**src/rtl/sweep_pkg.sv**
```systemverilog
// Shared types and helpers for the linear frequency-sweep sequencer.
//   mode_e     : sweep behaviour once the endpoint has been held one dwell
//   state_e    : controller FSM states
//   norm_dwell : maps a dwell of 0 onto 1 so every step lasts at least a cycle
//   to_mode    : decodes the raw 2-bit mode field (3 falls back to SINGLE)
package sweep_pkg;

    typedef enum logic [1:0] {
        SINGLE = 2'd0,
        REPEAT = 2'd1,
        BOUNCE = 2'd2
    } mode_e;

    typedef enum logic [1:0] {
        IDLE  = 2'd0,
        SWEEP = 2'd1,
        DONE  = 2'd2
    } state_e;

    function automatic logic [31:0] norm_dwell(input logic [31:0] dwell);
        return (dwell == 32'd0) ? 32'd1 : dwell;
    endfunction

    function automatic mode_e to_mode(input logic [1:0] raw);
        case (raw)
            2'd1:    return REPEAT;
            2'd2:    return BOUNCE;
            default: return SINGLE;
        endcase
    endfunction

endpackage

```
**src/rtl/sweep_controller_if.sv**
```systemverilog
// Control/status bundle between the register interface and the sweep
// controller.
//   i_start / i_abort        : start pulse, abort request
//   i_mode                   : 0 single, 1 repeat, 2 bounce, 3 single
//   i_start_step/i_stop_step : sweep endpoints (unsigned)
//   i_delta / i_dwell        : increment per period, cycles per step value
//   o_step_size              : step value driven to the generator
//   o_busy / o_done / o_wrap : status and one-cycle event pulses
// master drives the configuration side, slave is the controller.
interface sweep_controller_if #(
    parameter int STEP_W      = 24,
    parameter int DWELL_WIDTH = 16
) ();

    logic                   i_start;
    logic                   i_abort;
    logic [1:0]             i_mode;
    logic [STEP_W-1:0]      i_start_step;
    logic [STEP_W-1:0]      i_stop_step;
    logic [STEP_W-1:0]      i_delta;
    logic [DWELL_WIDTH-1:0] i_dwell;
    logic [STEP_W-1:0]      o_step_size;
    logic                   o_busy;
    logic                   o_done;
    logic                   o_wrap;

    modport master (
        output i_start, i_abort, i_mode, i_start_step, i_stop_step, i_delta, i_dwell,
        input  o_step_size, o_busy, o_done, o_wrap
    );

    modport slave (
        input  i_start, i_abort, i_mode, i_start_step, i_stop_step, i_delta, i_dwell,
        output o_step_size, o_busy, o_done, o_wrap
    );

endinterface

```
**src/rtl/sweep_controller_dwell_timer.sv**
```systemverilog
// Dwell period timer: down-counter that marks the last cycle of each dwell
// period.
//   i_clk, i_res : clock, synchronous active-low reset
//   start_i      : load the period (dwell_i - 1) and begin a new period
//   abort_i      : clear the counter
//   run_i        : count while the sweep is active
//   dwell_i      : dwell length, already normalised to >= 1
//   tick_o       : high for the single cycle that ends a period
module dwell_timer #(
    parameter int DWELL_WIDTH = 16
) (
    input  logic                   i_clk,
    input  logic                   i_res,
    input  logic                   start_i,
    input  logic                   abort_i,
    input  logic                   run_i,
    input  logic [DWELL_WIDTH-1:0] dwell_i,
    output logic                   tick_o
);

    localparam logic [DWELL_WIDTH-1:0] ONE = DWELL_WIDTH'(1);

    logic [DWELL_WIDTH-1:0] cnt_q;
    logic [DWELL_WIDTH-1:0] reload_q;

    // The counter holds the cycles left in the period; zero is the last one,
    // so a dwell of D produces a tick D edges after the load.
    // NOTE: sequential state uses non-blocking assignments so every register
    // samples the pre-edge values, independent of statement order.
    always_ff @(posedge i_clk) begin
        if (!i_res) begin
            cnt_q    <= '0;
            reload_q <= '0;
        end else if (abort_i) begin
            cnt_q    <= '0;
        end else if (start_i) begin
            reload_q <= dwell_i - ONE;
            cnt_q    <= dwell_i - ONE;
        end else if (run_i) begin
            cnt_q    <= (cnt_q == '0) ? reload_q : cnt_q - ONE;
        end
    end

    assign tick_o = run_i && (cnt_q == '0);

endmodule

```
**src/rtl/sweep_controller.sv**
```systemverilog
// Linear sweep (chirp) sequencer driving the generator's step_size input.
//   i_clk, i_res : clock, synchronous active-low reset
//   bus          : sweep_controller_if slave (config in, step/status out)
// Walks o_step_size from start to stop by delta every dwell period in
// single, repeat or bounce mode. All outputs are registered.
module sweep_controller
    import sweep_pkg::*;
#(
    parameter int ADDRESS_SIZE = 8,
    parameter int PRECISION    = 16,
    parameter int DWELL_WIDTH  = 16
) (
    input logic               i_clk,
    input logic               i_res,
    sweep_controller_if.slave bus
);

    localparam int STEP_W = ADDRESS_SIZE + PRECISION;

    state_e            state_q, state_d;
    mode_e             mode_q, mode_d;
    logic [STEP_W-1:0] step_q, step_d;
    logic [STEP_W-1:0] target_q, target_d;
    logic [STEP_W-1:0] origin_q, origin_d;
    logic [STEP_W-1:0] delta_q, delta_d;
    logic              dir_up_q, dir_up_d;
    logic              busy_q, busy_d;
    logic              done_q, done_d;
    logic              wrap_q, wrap_d;

    logic start_accept;
    logic tick;

    // One delta toward tgt, computed one bit wider so a carry or borrow is
    // seen and clamped to the target instead of wrapping.
    function automatic logic [STEP_W-1:0] step_toward(
        input logic [STEP_W-1:0] cur,
        input logic [STEP_W-1:0] tgt,
        input logic [STEP_W-1:0] dlt,
        input logic              up
    );
        logic [STEP_W:0] wide;
        if (up) begin
            wide = {1'b0, cur} + {1'b0, dlt};
            return (wide > {1'b0, tgt}) ? tgt : wide[STEP_W-1:0];
        end
        wide = {1'b0, cur} - {1'b0, dlt};
        return (wide[STEP_W] || (wide < {1'b0, tgt})) ? tgt : wide[STEP_W-1:0];
    endfunction

    // Abort beats a simultaneous start.
    assign start_accept = (state_q == IDLE) && bus.i_start && !bus.i_abort;

    dwell_timer #(.DWELL_WIDTH(DWELL_WIDTH)) u_dwell_timer (
        .i_clk   (i_clk),
        .i_res   (i_res),
        .start_i (start_accept),
        .abort_i (bus.i_abort),
        .run_i   (state_q == SWEEP),
        .dwell_i (DWELL_WIDTH'(norm_dwell(32'(bus.i_dwell)))),
        .tick_o  (tick)
    );

    always_ff @(posedge i_clk) begin
        if (!i_res) begin
            state_q  <= IDLE;
            mode_q   <= SINGLE;
            step_q   <= '0;
            target_q <= '0;
            origin_q <= '0;
            delta_q  <= '0;
            dir_up_q <= 1'b0;
            busy_q   <= 1'b0;
            done_q   <= 1'b0;
            wrap_q   <= 1'b0;
        end else begin
            state_q  <= state_d;
            mode_q   <= mode_d;
            step_q   <= step_d;
            target_q <= target_d;
            origin_q <= origin_d;
            delta_q  <= delta_d;
            dir_up_q <= dir_up_d;
            busy_q   <= busy_d;
            done_q   <= done_d;
            wrap_q   <= wrap_d;
        end
    end

    // NOTE: every signal driven here gets a default first, so no path through
    // the case statements can leave one unassigned and infer a latch.
    always_comb begin
        state_d  = state_q;
        mode_d   = mode_q;
        step_d   = step_q;
        target_d = target_q;
        origin_d = origin_q;
        delta_d  = delta_q;
        dir_up_d = dir_up_q;
        busy_d   = busy_q;
        done_d   = 1'b0;
        wrap_d   = 1'b0;

        case (state_q)
            IDLE: begin
                if (start_accept) begin
                    state_d  = SWEEP;
                    mode_d   = to_mode(bus.i_mode);
                    step_d   = bus.i_start_step;
                    origin_d = bus.i_start_step;
                    target_d = bus.i_stop_step;
                    delta_d  = bus.i_delta;
                    dir_up_d = (bus.i_stop_step >= bus.i_start_step);
                    busy_d   = 1'b1;
                end
            end
            SWEEP: begin
                if (bus.i_abort) begin
                    state_d = IDLE;
                    busy_d  = 1'b0;
                end else if (tick) begin
                    if (step_q != target_q) begin
                        step_d = step_toward(step_q, target_q, delta_q, dir_up_q);
                    end else begin
                        // Endpoint has now been held for one full dwell.
                        case (mode_q)
                            REPEAT: begin
                                step_d = origin_q;
                                wrap_d = 1'b1;
                            end
                            BOUNCE: begin
                                target_d = origin_q;
                                origin_d = target_q;
                                dir_up_d = !dir_up_q;
                                step_d   = step_toward(step_q, origin_q, delta_q, !dir_up_q);
                                wrap_d   = 1'b1;
                            end
                            default: begin
                                state_d = DONE;
                                busy_d  = 1'b0;
                                done_d  = 1'b1;
                            end
                        endcase
                    end
                end
            end
            default: state_d = IDLE;
        endcase
    end

    assign bus.o_step_size = step_q;
    assign bus.o_busy      = busy_q;
    assign bus.o_done      = done_q;
    assign bus.o_wrap      = wrap_q;

endmodule

```
**src/flat_wrapper.sv**
```systemverilog
// flat-port wrapper written by rule: the top's interface ports become plain ports
module sweep_controller_flat import sweep_pkg::*;
#(
    parameter int ADDRESS_SIZE = 8,
    parameter int PRECISION    = 16,
    parameter int DWELL_WIDTH  = 16
)
  (i_clk, i_res, bus_i_start, bus_i_abort, bus_i_mode, bus_i_start_step, bus_i_stop_step, bus_i_delta, bus_i_dwell, bus_o_step_size, bus_o_busy, bus_o_done, bus_o_wrap);
  sweep_controller_if #(.STEP_W((24)), .DWELL_WIDTH(DWELL_WIDTH)) bus_i ();
  input logic i_clk;
  input logic i_res;
  input wire logic [$bits(bus_i.i_start)-1:0] bus_i_start;
  input wire logic [$bits(bus_i.i_abort)-1:0] bus_i_abort;
  input wire logic [$bits(bus_i.i_mode)-1:0] bus_i_mode;
  input wire logic [$bits(bus_i.i_start_step)-1:0] bus_i_start_step;
  input wire logic [$bits(bus_i.i_stop_step)-1:0] bus_i_stop_step;
  input wire logic [$bits(bus_i.i_delta)-1:0] bus_i_delta;
  input wire logic [$bits(bus_i.i_dwell)-1:0] bus_i_dwell;
  output wire logic [$bits(bus_i.o_step_size)-1:0] bus_o_step_size;
  output wire logic [$bits(bus_i.o_busy)-1:0] bus_o_busy;
  output wire logic [$bits(bus_i.o_done)-1:0] bus_o_done;
  output wire logic [$bits(bus_i.o_wrap)-1:0] bus_o_wrap;
  assign bus_i.i_start = bus_i_start;
  assign bus_i.i_abort = bus_i_abort;
  assign bus_i.i_mode = bus_i_mode;
  assign bus_i.i_start_step = bus_i_start_step;
  assign bus_i.i_stop_step = bus_i_stop_step;
  assign bus_i.i_delta = bus_i_delta;
  assign bus_i.i_dwell = bus_i_dwell;
  assign bus_o_step_size = bus_i.o_step_size;
  assign bus_o_busy = bus_i.o_busy;
  assign bus_o_done = bus_i.o_done;
  assign bus_o_wrap = bus_i.o_wrap;
  sweep_controller #(.ADDRESS_SIZE(ADDRESS_SIZE), .PRECISION(PRECISION), .DWELL_WIDTH(DWELL_WIDTH)) u_core (.i_clk(i_clk), .i_res(i_res), .bus(bus_i));
endmodule
```
**config.mk**
```make
export PLATFORM = sky130hd
export DESIGN_NAME = sweep_controller_flat
export DESIGN_NICKNAME = d
export VERILOG_FILES = /design/src/rtl/sweep_pkg.sv /design/src/rtl/sweep_controller_if.sv /design/src/rtl/sweep_controller_dwell_timer.sv /design/src/rtl/sweep_controller.sv /design/src/flat_wrapper.sv
export SDC_FILE = /design/constraint.sdc
export NUM_CORES = 1
export LEC_CHECK = 0
export BUFFER_PORTS_ARGS = -buffer_cell sky130_fd_sc_hd__buf_2
export CAP_MARGIN = 10
export CELL_PAD_IN_SITES_DETAIL_PLACEMENT = 1
export CELL_PAD_IN_SITES_GLOBAL_PLACEMENT = 2
export CORE_UTILIZATION = 25
export DETAILED_ROUTE_END_ITERATION = 8
export PLACE_DENSITY = 0.71
export SETUP_SLACK_MARGIN = 0.3
export SYNTH_ARGS = -nofsm -noshare
export SYNTH_HDL_FRONTEND = slang
export SYNTH_HIERARCHICAL = 1
export SYNTH_SLANG_ARGS = --single-unit
```
**constraint.sdc**
```tcl
create_clock -name i_clk -period 8 [get_ports i_clk]
set_input_delay 1.2 -clock i_clk [delete_from_list [all_inputs] [get_ports i_clk]]
set_output_delay 1.2 -clock i_clk [all_outputs]
set_load 0.005 [all_outputs]
```
==> Word-level counts from Yosys, hierarchy flattened <==
Cells that the tools add are included.
{ "word_totals": {"register_bits": 136, "wordCells": 122, "mem_count": 0, "latchBits": 0, "romBits": 0, "ram_bits": 0} }
{ "classes": {"n_lt_le_gt_ge": 5, "n_addsub": 4, "eq_ne": 15, "reduce_logical": 21, "n_div": 0, "mux": 61, "n_bitwise": 4, "shifts": 0, "mul": 0} }
{ "ops": {"columns": ["operator", "n"], "rows": [
  ["24-bit 2-to-1 mux", 21],
  ["24-bit one-hot mux with 2 select lines", 4],
  ["16-bit 2-to-1 mux", 4],
  ["25-bit by 24-bit greater-than comparator with 1-bit output", 2],
  ["25-bit by 24-bit less-than comparator with 1-bit output", 2],
  ["16-bit logical NOT", 2],
  ["16-bit by 1-bit subtractor with 16-bit output, second input constant", 2],
  ["24-bit by 24-bit adder with 25-bit output", 1],
  ["24-bit by 24-bit subtractor with 25-bit output", 1],
  ["24-bit greater-or-equal comparator", 1],
  ["24-bit inequality test", 1],
  ["1-bit 2-to-1 mux", 23],
  ["2-bit 2-to-1 mux", 5],
  ["5-bit AND reduction", 2],
  ["2-bit one-hot mux with 2 select lines", 2],
  ["2-bit by 1-bit equality test with 1-bit output, second input constant", 3],
  ["2-bit by 1-bit inequality test with 1-bit output, second input constant", 3],
  ["3-bit inequality test, second input constant", 2],
  ["6-bit AND reduction", 1],
  ["5-bit OR reduction", 1],
  ["2-bit equality test, second input constant", 2],
  ["2-bit inequality test, second input constant", 2],
  ["4-bit by 1-bit inequality test with 1-bit output, second input constant", 1],
  ["1-bit NOT", 4],
  ["10 further kinds", 18]
]} }

==> Logic depth before layout (Yosys ltp) <==
Gate-level depths: netlist of the first run.
{ "depth": {"depth_word": 12, "depth_mapped": 23, "mapped_depth_nobuf": 21} }

==> Cells and area by module <==
The synthesis of the first run kept the hierarchy.
{ "modules_own_cells": {"columns": ["mod", "cells_each", "area_per_inst_um2", "instances", "seq_area_each_um2"], "rows": [
  ["sweep_controller", 1622, 11683.7, 1, 2082.0],
  ["dwell_timer", 250, 2038.2, 1, 640.6]
]} }

==> Worst setup path before layout of the first run <==
Ideal clock, no wire load.
{ "synth_timing": {"path_kind": "reg2reg", "from": "reg u_core.step_q[0], in the netlist u_core/bus.o_step_size[0]", "to": "reg u_core.step_q[22], in the netlist u_core/bus.o_step_size[22]", "setup_ps": 127, "synth_period_minus_slack_ps": 4725, "arrival_ps": 4598, "stages_incl_launch_ff": 21, "setup_slack_ps": 3275, "required_ps": 7873, "path_cell_list": "dfxtp_1 -> ha_1 -> fa_1 -> nor2b_1 -> o211ai_1 -> nand3_1 -> nand3_1 -> a41oi_1 -> a211oi_1 -> xnor2_1 -> inv_1 -> ha_1 -> a21o_1 -> a21oi_1 -> o211ai_1 -> a2111oi_0 -> a31oi_1 -> nor4_1 -> a211o_1 -> a21oi_1 -> or3_1"} }
{ "synth_between": {"elab_chain_len": 10} }
{ "synth_rtl": {"columns": ["item", "line", "source"], "rows": [
  ["start, declared", "sweep_controller.sv:22", "logic [STEP_W-1:0] step_q, step_d;"],
  ["start signal, assigned", "sweep_controller.sv:79", "step_q <= step_d;"],
  ["24-bit by 24-bit adder with 25-bit output or 24-bit by 24-bit subtractor with 25-bit output (tied branches)", "sweep_controller.sv:44, sweep_controller.sv:47", null],
  ["25-bit by 24-bit greater-than comparator with 1-bit output or 25-bit by 24-bit less-than comparator with 1-bit output (tied branches)", "sweep_controller.sv:45, sweep_controller.sv:48", null],
  ["24-bit 2-to-1 mux or 1-bit logical OR (tied branches)", "sweep_controller.sv:45, sweep_controller.sv:48", null],
  ["24-bit 2-to-1 mux, on equally long branches", "sweep_controller.sv:43, sweep_controller.sv:48", null],
  ["24-bit 2-to-1 mux", "sweep_controller.sv:47", "wide = {1'b0, cur} - {1'b0, dlt};"],
  ["24-bit one-hot mux with 2 select lines", "sweep_controller.sv:126", "case (mode_q)"],
  ["24-bit 2-to-1 mux", "sweep_controller.sv:122", "if (step_q != target_q) begin"],
  ["24-bit 2-to-1 mux", "sweep_controller.sv:121", "end else if (tick) begin"],
  ["24-bit 2-to-1 mux", "sweep_controller.sv:118", "if (bus.i_abort) begin"],
  ["24-bit one-hot mux with 2 select lines", "sweep_controller.sv:104", "case (state_q)"]
]} }
Several ways; a longest one is shown, not always the timed one. The select of a mux whose other input is x is not followed.
A chain may end at the register's enable or synchronous reset.

==> Final worst setup path of the first run <==
{ "layout_timing": {"from": "reg u_core.step_q[14], in the netlist u_core/bus.o_step_size[14]", "to": "reg u_core.step_q[4], in the netlist u_core/bus.o_step_size[4]"} }
The elaborated chain is that of the path after synthesis.

==> results.tsv, run 1 <==
stage	metric	value	unit
logic_synthesis	synth_ff_type	dfxtp_1	
floorplan	die_area	55830	um^2
route	drtPass1Iterations	5	
final_layout	fin_util	28.80	%
cts	root_buffer	clkbuf_16	
critical_path	timing.critical_path.to_type	register	
logic_synthesis	yosysWarnings	6	
pwr	p_leak	0.006432	uW
cts	clock-sinks	136	
floorplan	rows	85	
logic_synthesis	synth_top_area_share	19.84	%
floorplan	dieHeight	236.3	um
cts	path_clk_slew	0.07	ns
global_route	overflow	0	
route	wl	62910	um
floorplan	core-area	54030	um^2
route	drtAntennaViolNets	0	
final_layout	nets	2187	
placed_design	dp.cells	2598	
logic_synthesis	synthXorXnorAreaFrac	5.553	%
sta	setup_viol	0	
sta	maxSlewHeadroom	32.25	%
logic_synthesis	synth_edf_count	0	
global_route	grt_pass1_vias	14900	
min_path	hp-class	reg2reg	
route	drtIter0Drc	948	
placed_design	io_buffers	120	
sta	hold_viol_final	0	
logic_synthesis	synth_top_family_by_area	compound AO/OA/AOI/OAI gates	
sta	finalCriticalPeriod	6.563	ns
logic_synthesis	yosysSeqAreaShare	19.84	%
route	vias	14560	
sta	fin_crit_sh	82.04	%
floorplan	fp.dieW	236.3	um
logic_synthesis	synth_seq_cells	136	
logic_synthesis	syn_inst	1872	
floorplan	start_util	25.40	%
logic_synthesis	async_flop_share	0	%
sta	whs	0.4669	ns
cts	cts_tree	built	
global_route	grt_antenna_before_repair	0	
cts	cts_resized	0	
final_layout	area_growth	13.38	%
logic_synthesis	synthSimpleGateAreaFrac	20.04	%
critical_path	crit_type	reg2reg	
placed_design	dp_slack	1.598	ns
global_route	grt_max_degree	87	
placed_design	dpl.hpwl	49500	um
global_route	grt_pass1_wl	94510	um
placed_design	place_congestion	0.9586	
final_layout	finalNonFillerCells	2630	
critical_path	cp_max_fo	14	
sta	slew_viol_final	0	
sta	setup_tns	0	ns
final_layout	diodes	0	
logic_synthesis	syn_nets	2138	
route	drc	0	
logic_synthesis	ys_types	88	
logic_synthesis	yosysMostFrequentCell	nand2_1	
outcome	status	complete, no violations	
sta	finalWorstSetupSlack	1.437	ns
logic_synthesis	yosysTopAreaCell	dfxtp_1	
route	viasPerCell	5.534	
global_route	grt_usage	22.50	%
logic_synthesis	synth_compound_area_share	28.77	%
logic_synthesis	syn_area_per_cell	7.330	um^2
critical_path	arrival	6.91	ns
flow_run	drv_cap	0	
logic_synthesis	synth_common_cells	nand2_1 (213), nor2_1 (180), ha_1 (170)	
cts	ctsHtreeMaxLevel	4	
pwr	irDropWorstVdd	0.0001723	V
logic_synthesis	synth_area	13720	um^2
logic_synthesis	synthTopCellsByArea	dfxtp_1 (20%), ha_1 (16%), nand2_1 (5.8%)	
cts	numCtsBuffers	17	
critical_path	crit_path_start_kind	register	
pwr	power-per-cell-area	221.9	nW/um^2
route	wire_per_inst	23.92	um
final_layout	layout-drive-gt1-share	12.00	%
logic_synthesis	synth_fa_ha_area_share	15.79	%
critical_path	crit_required	8.34	ns
cts	clk_path_buf_depth	2	
sta	fmax	152.4	MHz
sta	worstMarginPinSlew	1.008	ns
sta	rsz0062_at_grt	no	
cts	clk_latency	0.50	ns
cts	cts_hold_buf	0	
logic_synthesis	synth_mux_area_share	2.480	%
cts	post_cts_buffers	0	
floorplan	io_pins	121	
sta	fin_skew	0.01822	ns
[report_power, final]
| group | internal (uW) | switching [uW] | total [uW] |
|---|---|---|---|
| clock | 496 | 366 | 862 |
| sequential | 723 | 73.1 | 796 |
| combinational | 624 | 1170 | 1800 |
[stage by stage]
stage          cell area (um^2)  power, uW
2_1_floorplan             13720       1957
3_3_place_gp              14960       2527
3_5_place_dp              14960       2564
4_1_cts                   15560       3449
5_1_grt                   15560       3647
6_report                  15560       3453
[cell type report]
cell class	count	area, um^2
Fill cell	6655	38470
Multi-Input combinational cell	1479	10020
Sequential cell	136	2723
Tap cell	696	870.8
Timing Repair Buffer	147	815.8
Inverter	140	525.5
Clock buffer	20	446.7
Clock inverter	12	151.4
[metal layers]
layer | track usage, % | routed length [um]
met1 | 29.94 | 29780
met2 | 36.28 | 28470
met3 | 3.382 | 2677
met4 | 8.815 | 1983
met5 | 0 | 0
[critical path: stages (launching register included)]
cell       delay (ns)
dfxtp_1          0.56
ha_1             0.49
nor2_1           0.27
nand2_1          0.14
nor2_1           0.21
nand3_1          0.19
a41oi_1          0.43
a211oi_1         0.17
xnor2_1          0.38
inv_1            0.14
ha_1             0.33
a21o_1           0.17
a21oi_1          0.30
o211ai_1         0.20
a2111oi_0        0.43
a31oi_1          0.24
nor3_4           0.71
buf_4            0.36
mux2i_1          0.10
nand2_1          0.10
nand3_1          0.06
a31oi_1          0.37
[cell families (layout without fill, tap and decap cells)]
group                    after synthesis  in the layout
buffers and inverters                257            319
XOR/XNOR                              87             87
multiplexers                          33             33
adder cells (fa/ha/maj)              172            172
AND/OR/NAND/NOR                      595            595
AO/OA/AOI/OAI                        592            592
flip-flops                           136            136
[final timing paths]
kind / from / end / slack [ns] / cells past startpoint
max: u_core/bus.o_step_size[14]$_SDFFE_PN0P_ / u_core/bus.o_step_size[4]$_SDFFE_PN0P_ / 1.44 / 21
min: u_core/mode_q[0]$_SDFFE_PN0P_ / u_core/mode_q[0]$_SDFFE_PN0P_ / 0.47 / 2
max reg2reg: u_core/bus.o_step_size[14]$_SDFFE_PN0P_ / u_core/bus.o_step_size[4]$_SDFFE_PN0P_ / 1.44 / 21
min reg2reg: u_core/mode_q[0]$_SDFFE_PN0P_ / u_core/mode_q[0]$_SDFFE_PN0P_ / 0.47 / 2
[placed cells by master, fill, tap and decap left out, types with 7 or more instances in the layout]
master,count
o21a_1,16
mux2i_1,25
clkbuf_16,17
and3_1,9
nor4_1,22
a31oi_1,13
buf_4,26
xor2_1,27
nand4_1,26
nor2b_1,9
nor2_1,176
a21oi_1,149
mux2_2,8
a21boi_0,7
o211ai_1,100
a211oi_1,34
nand3_1,40
nand2b_1,17
a21o_1,30
dfxtp_1,136
o21ai_0,128
buf_2,120
o31ai_1,8
or2_2,8
nand2_1,213
a211o_1,9
ha_1,170
xnor2_1,60
nor3_1,29
inv_1,135
o221ai_1,13
[state kept, by name, summed over array words and instances (netlist names)]
name / flops
u_core/u_dwell_timer/reload_q: 16
u_core/delta_q: 24
u_core/bus.o_done: 1
u_core/bus.o_busy: 1
u_core/bus.o_step_size: 24
u_core/state_q: 2
u_core/dir_up_q: 1
u_core/u_dwell_timer/cnt_q: 16
u_core/bus.o_wrap: 1
u_core/origin_q: 24
u_core/mode_q: 2
u_core/target_q: 24
Note: power is estimated with default switching activity, not from simulation.
==> inputs of run 2 (changes only) <==
--- a/config.mk
+++ b/config.mk
@@ -11,7 +11,7 @@
 export CELL_PAD_IN_SITES_GLOBAL_PLACEMENT = 2
 export CORE_UTILIZATION = 25
 export DETAILED_ROUTE_END_ITERATION = 8
-export PLACE_DENSITY = 0.71
+export PLACE_DENSITY = 0.73
 export SETUP_SLACK_MARGIN = 0.3
 export SYNTH_ARGS = -nofsm -noshare
 export SYNTH_HDL_FRONTEND = slang
==> constraint.sdc (replaced) <==
create_clock -name i_clk -period 5.8 [get_ports i_clk]
set_input_delay 0.87 -clock i_clk [delete_from_list [all_inputs] [get_ports i_clk]]
set_output_delay 0.87 -clock i_clk [all_outputs]
set_load 0.005 [all_outputs]
==> run 2 against run 1 <==
Effect of this change:
- clock power increased by 38%
- fmax increased by 24%
- utilization grew 1.1 points
- count of clock-buffer cells in the layout is 3 lower
- sequential power rose by 36%
- non-clock buffer count grew 64
- critical path type unchanged
==> results.tsv, run 2 (synthesis results as in run 1) <==
stage	metric	value	unit	change
critical_path	r2r_cells	21		unchanged
cts	root_buffer	clkbuf_16		
sta	fin_skew	0.01682	ns	-0.001402 ns
cts	cts_tree	built		
sta	hold_viol_final	0		unchanged
route	wire_per_inst	23.89	um	-0.14%
route	drtAntennaViolNets	0		unchanged
pwr	power-per-cell-area	310.0	nW/um^2	+40%
final_layout	mostFrequentLayoutCell	nand2_1		
final_layout	diodes	0		unchanged
floorplan	fp.dieW	236.3	um	unchanged
pwr	irDropWorstVdd	0.0002335	V	+36%
floorplan	io_pins	121		unchanged
critical_path	crit_path_start_kind	register		
critical_path	crit_type	reg2reg		
floorplan	die_area	55830	um^2	unchanged
final_layout	area_growth	17.58	%	
cts	ctsHtreeMaxLevel	4		unchanged
floorplan	dieHeight	236.3	um	unchanged
critical_path	timing.rr.end	u_core/bus.o_step_size[18]$_SDFFE_PN0P_		
flow_run	drv_cap	0		unchanged
cts	path_clk_slew	0.07	ns	about the same
critical_path	r2r_slack	0.51	ns	-0.92 ns
route	drtIter0Drc	1162		+23%
global_route	grt_pass1_vias	15090		+1.3%
cts	clk_path_buf_depth	2		unchanged
placed_design	post_dp_cell_area	15400	um^2	+3.0%
pwr	power.total	5001	uW	+45%
final_layout	layout-drive-gt1-share	15.82	%	+3.8 points
global_route	grt_pass1_wl	95510	um	+1.1%
critical_path	crit_required	6.23	ns	-2.11 ns
global_route	grt_antenna_before_repair	0		unchanged
min_path	hold_path_end	u_core/delta_q[5]$_SDFFE_PN0P_		
floorplan	rows	85		unchanged
sta	setup_tns	0	ns	unchanged
route	wl	64350	um	+2.3%
cts	clock-sinks	136		unchanged
cts	cts_hold_buf	0		unchanged
global_route	grt_max_degree	58		-33%
final_layout	nets	2251		+2.9%
final_layout	layout_common_cells	nand2_1 (213), nor2_1 (177), ha_1 (168), a21oi_1 (148)		
pwr	p_leak	0.006786	uW	+5.5%
sta	finalCriticalPeriod	5.285	ns	-1.278 ns
critical_path	cp_cell_sequence	ha_1, fa_1, nor2b_1, o211ai_1, nand3_2, nand3_1, a41oi_2, a211oi_2, xnor2_1, inv_1, ha_1, a21o_1, a21oi_1, o211ai_1, a2111oi_2, a31oi_2, nor3_4, buf_4, nand2_1, a2111oi_0, o41a_1		
sta	whs	0.4802	ns	+0.01331 ns
sta	maxSlewHeadroom	43.48	%	+11 points
global_route	overflow	0		unchanged
critical_path	timing.critical_path.to_type	register		
global_route	grt_usage	22.86	%	+0.36 points
cts	clk_latency	0.49	ns	about the same
route	drtPass1Iterations	5		unchanged
floorplan	start_util	25.40	%	unchanged
placed_design	place_congestion	0.9603		+0.18%
critical_path	worst-path-buf-inv	2		unchanged
min_path	whs_path_depth	2		unchanged
sta	setup_viol	0		unchanged
final_layout	design_area	16130	um^2	+3.7%
critical_path	crit_family	compound AO/OA/AOI/OAI gates		
route	viasPerCell	5.537		about the same
floorplan	core-area	54030	um^2	unchanged
route	drc	0		unchanged
critical_path	cp_slowest_cell	a2111oi_0		
final_layout	fillCellCount	6626		-0.44%
critical_path	arrival	5.72	ns	-1.19 ns
critical_path	slowest_delay	0.60	ns	-0.11 ns
sta	slew_viol_final	0		unchanged
sta	fmax	189.2	MHz	+24%
route	vias	14920		+2.5%
critical_path	cp_max_fo	6		-8
sta	rsz0062_at_grt	yes		
sta	worstMarginPinSlew	0.8447	ns	-0.1632 ns
cts	numCtsBuffers	17		unchanged
min_path	hold_path_startpoint	u_core/delta_q[5]$_SDFFE_PN0P_		
sta	fin_crit_sh	91.12	%	+9.1 points
placed_design	dpl.hpwl	51470	um	+4.0%
placed_design	io_buffers	120		unchanged
critical_path	timing.rr.start	u_core/bus.o_step_size[0]$_SDFFE_PN0P_		
outcome	status	complete, no violations		
min_path	hp-class	reg2reg		
[run 2: changes by cell type in the layout (fill, tap and decap cells not counted), sizes merged]
cell	before	now
clkinvlp	2	0
inv	138	147
clkinv	9	6
bufinv	3	2
buf	147	211
clkbuf	20	17
[run 2: layer usage]
metal	track usage, %	share of wire, %	up-vias
li1	-	-	6980
met1	31.76	48	7384
met2	35.28	44	471
met3	3.675	5.8	81
met4	8.363	2.8	0
met5	0	0	-
[run 2: stage by stage]
step                util, %  instances  setup slack, ns
CTS                   29.67       2694           0.3060
detailed placement    28.51       2660           0.1147
finish                29.86       2694           0.5149
floorplan                 -       1872            1.075
global placement      28.51       2660           0.2117
global route          29.86       2694           0.2700
[run 2: cell type report]
| cell class | count | area [um^2] | share of cell area, % |
|---|---|---|---|
| Tap cell | 696 | 870.8 | 5.397 |
| Timing Repair Buffer | 211 | 1284 | 7.957 |
| Inverter | 140 | 525.5 | 3.257 |
| Multi-Input combinational cell | 1479 | 10120 | 62.75 |
| Clock buffer | 17 | 425.4 | 2.637 |
| Sequential cell | 136 | 2724 | 16.88 |
| Clock inverter | 15 | 181.4 | 1.124 |
[run 2: report_power, final]
| part | leakage [uW] | internal (uW) | switching [uW] | total (uW) |
|---|---|---|---|---|
| clock network | 0.000300 | 651 | 538 | 1190 |
| registers | 0.00111 | 997 | 87.0 | 1080 |
| logic | 0.00537 | 1030 | 1700 | 2730 |
| total | 0.00679 | 2680 | 2320 | 5000 |
[run 2: worst max path at each step]
stage                                               to  cells after the start  slack (ns)                                    from
3_5_place_dp    u_core/bus.o_step_size[4]$_SDFFE_PN0P_                     22        0.11         u_core/delta_q[13]$_SDFFE_PN0P_
2_1_floorplan  u_core/bus.o_step_size[22]$_SDFFE_PN0P_                     20        1.08  u_core/bus.o_step_size[0]$_SDFFE_PN0P_
3_3_place_gp    u_core/bus.o_step_size[4]$_SDFFE_PN0P_                     22        0.21         u_core/delta_q[13]$_SDFFE_PN0P_
4_1_cts        u_core/bus.o_step_size[18]$_SDFFE_PN0P_                     21        0.31  u_core/bus.o_step_size[0]$_SDFFE_PN0P_
5_1_grt        u_core/bus.o_step_size[11]$_SDFFE_PN0P_                     21        0.27  u_core/bus.o_step_size[0]$_SDFFE_PN0P_
6_report       u_core/bus.o_step_size[18]$_SDFFE_PN0P_                     21        0.51  u_core/bus.o_step_size[0]$_SDFFE_PN0P_
[run 2: timing repair]
action                     4_1_cts  5_1_grt
gates resized for setup          1       21
setup endpoints to repair       22       24
pin swaps                        1        2
buffers inserted                 2        0
[run 2: worst min-delay path: cells and delay by family (launching register included)]
family	cells	cell delay, ns
flops	1	0.32
simple gates	1	0.06
compound gates	1	0.05
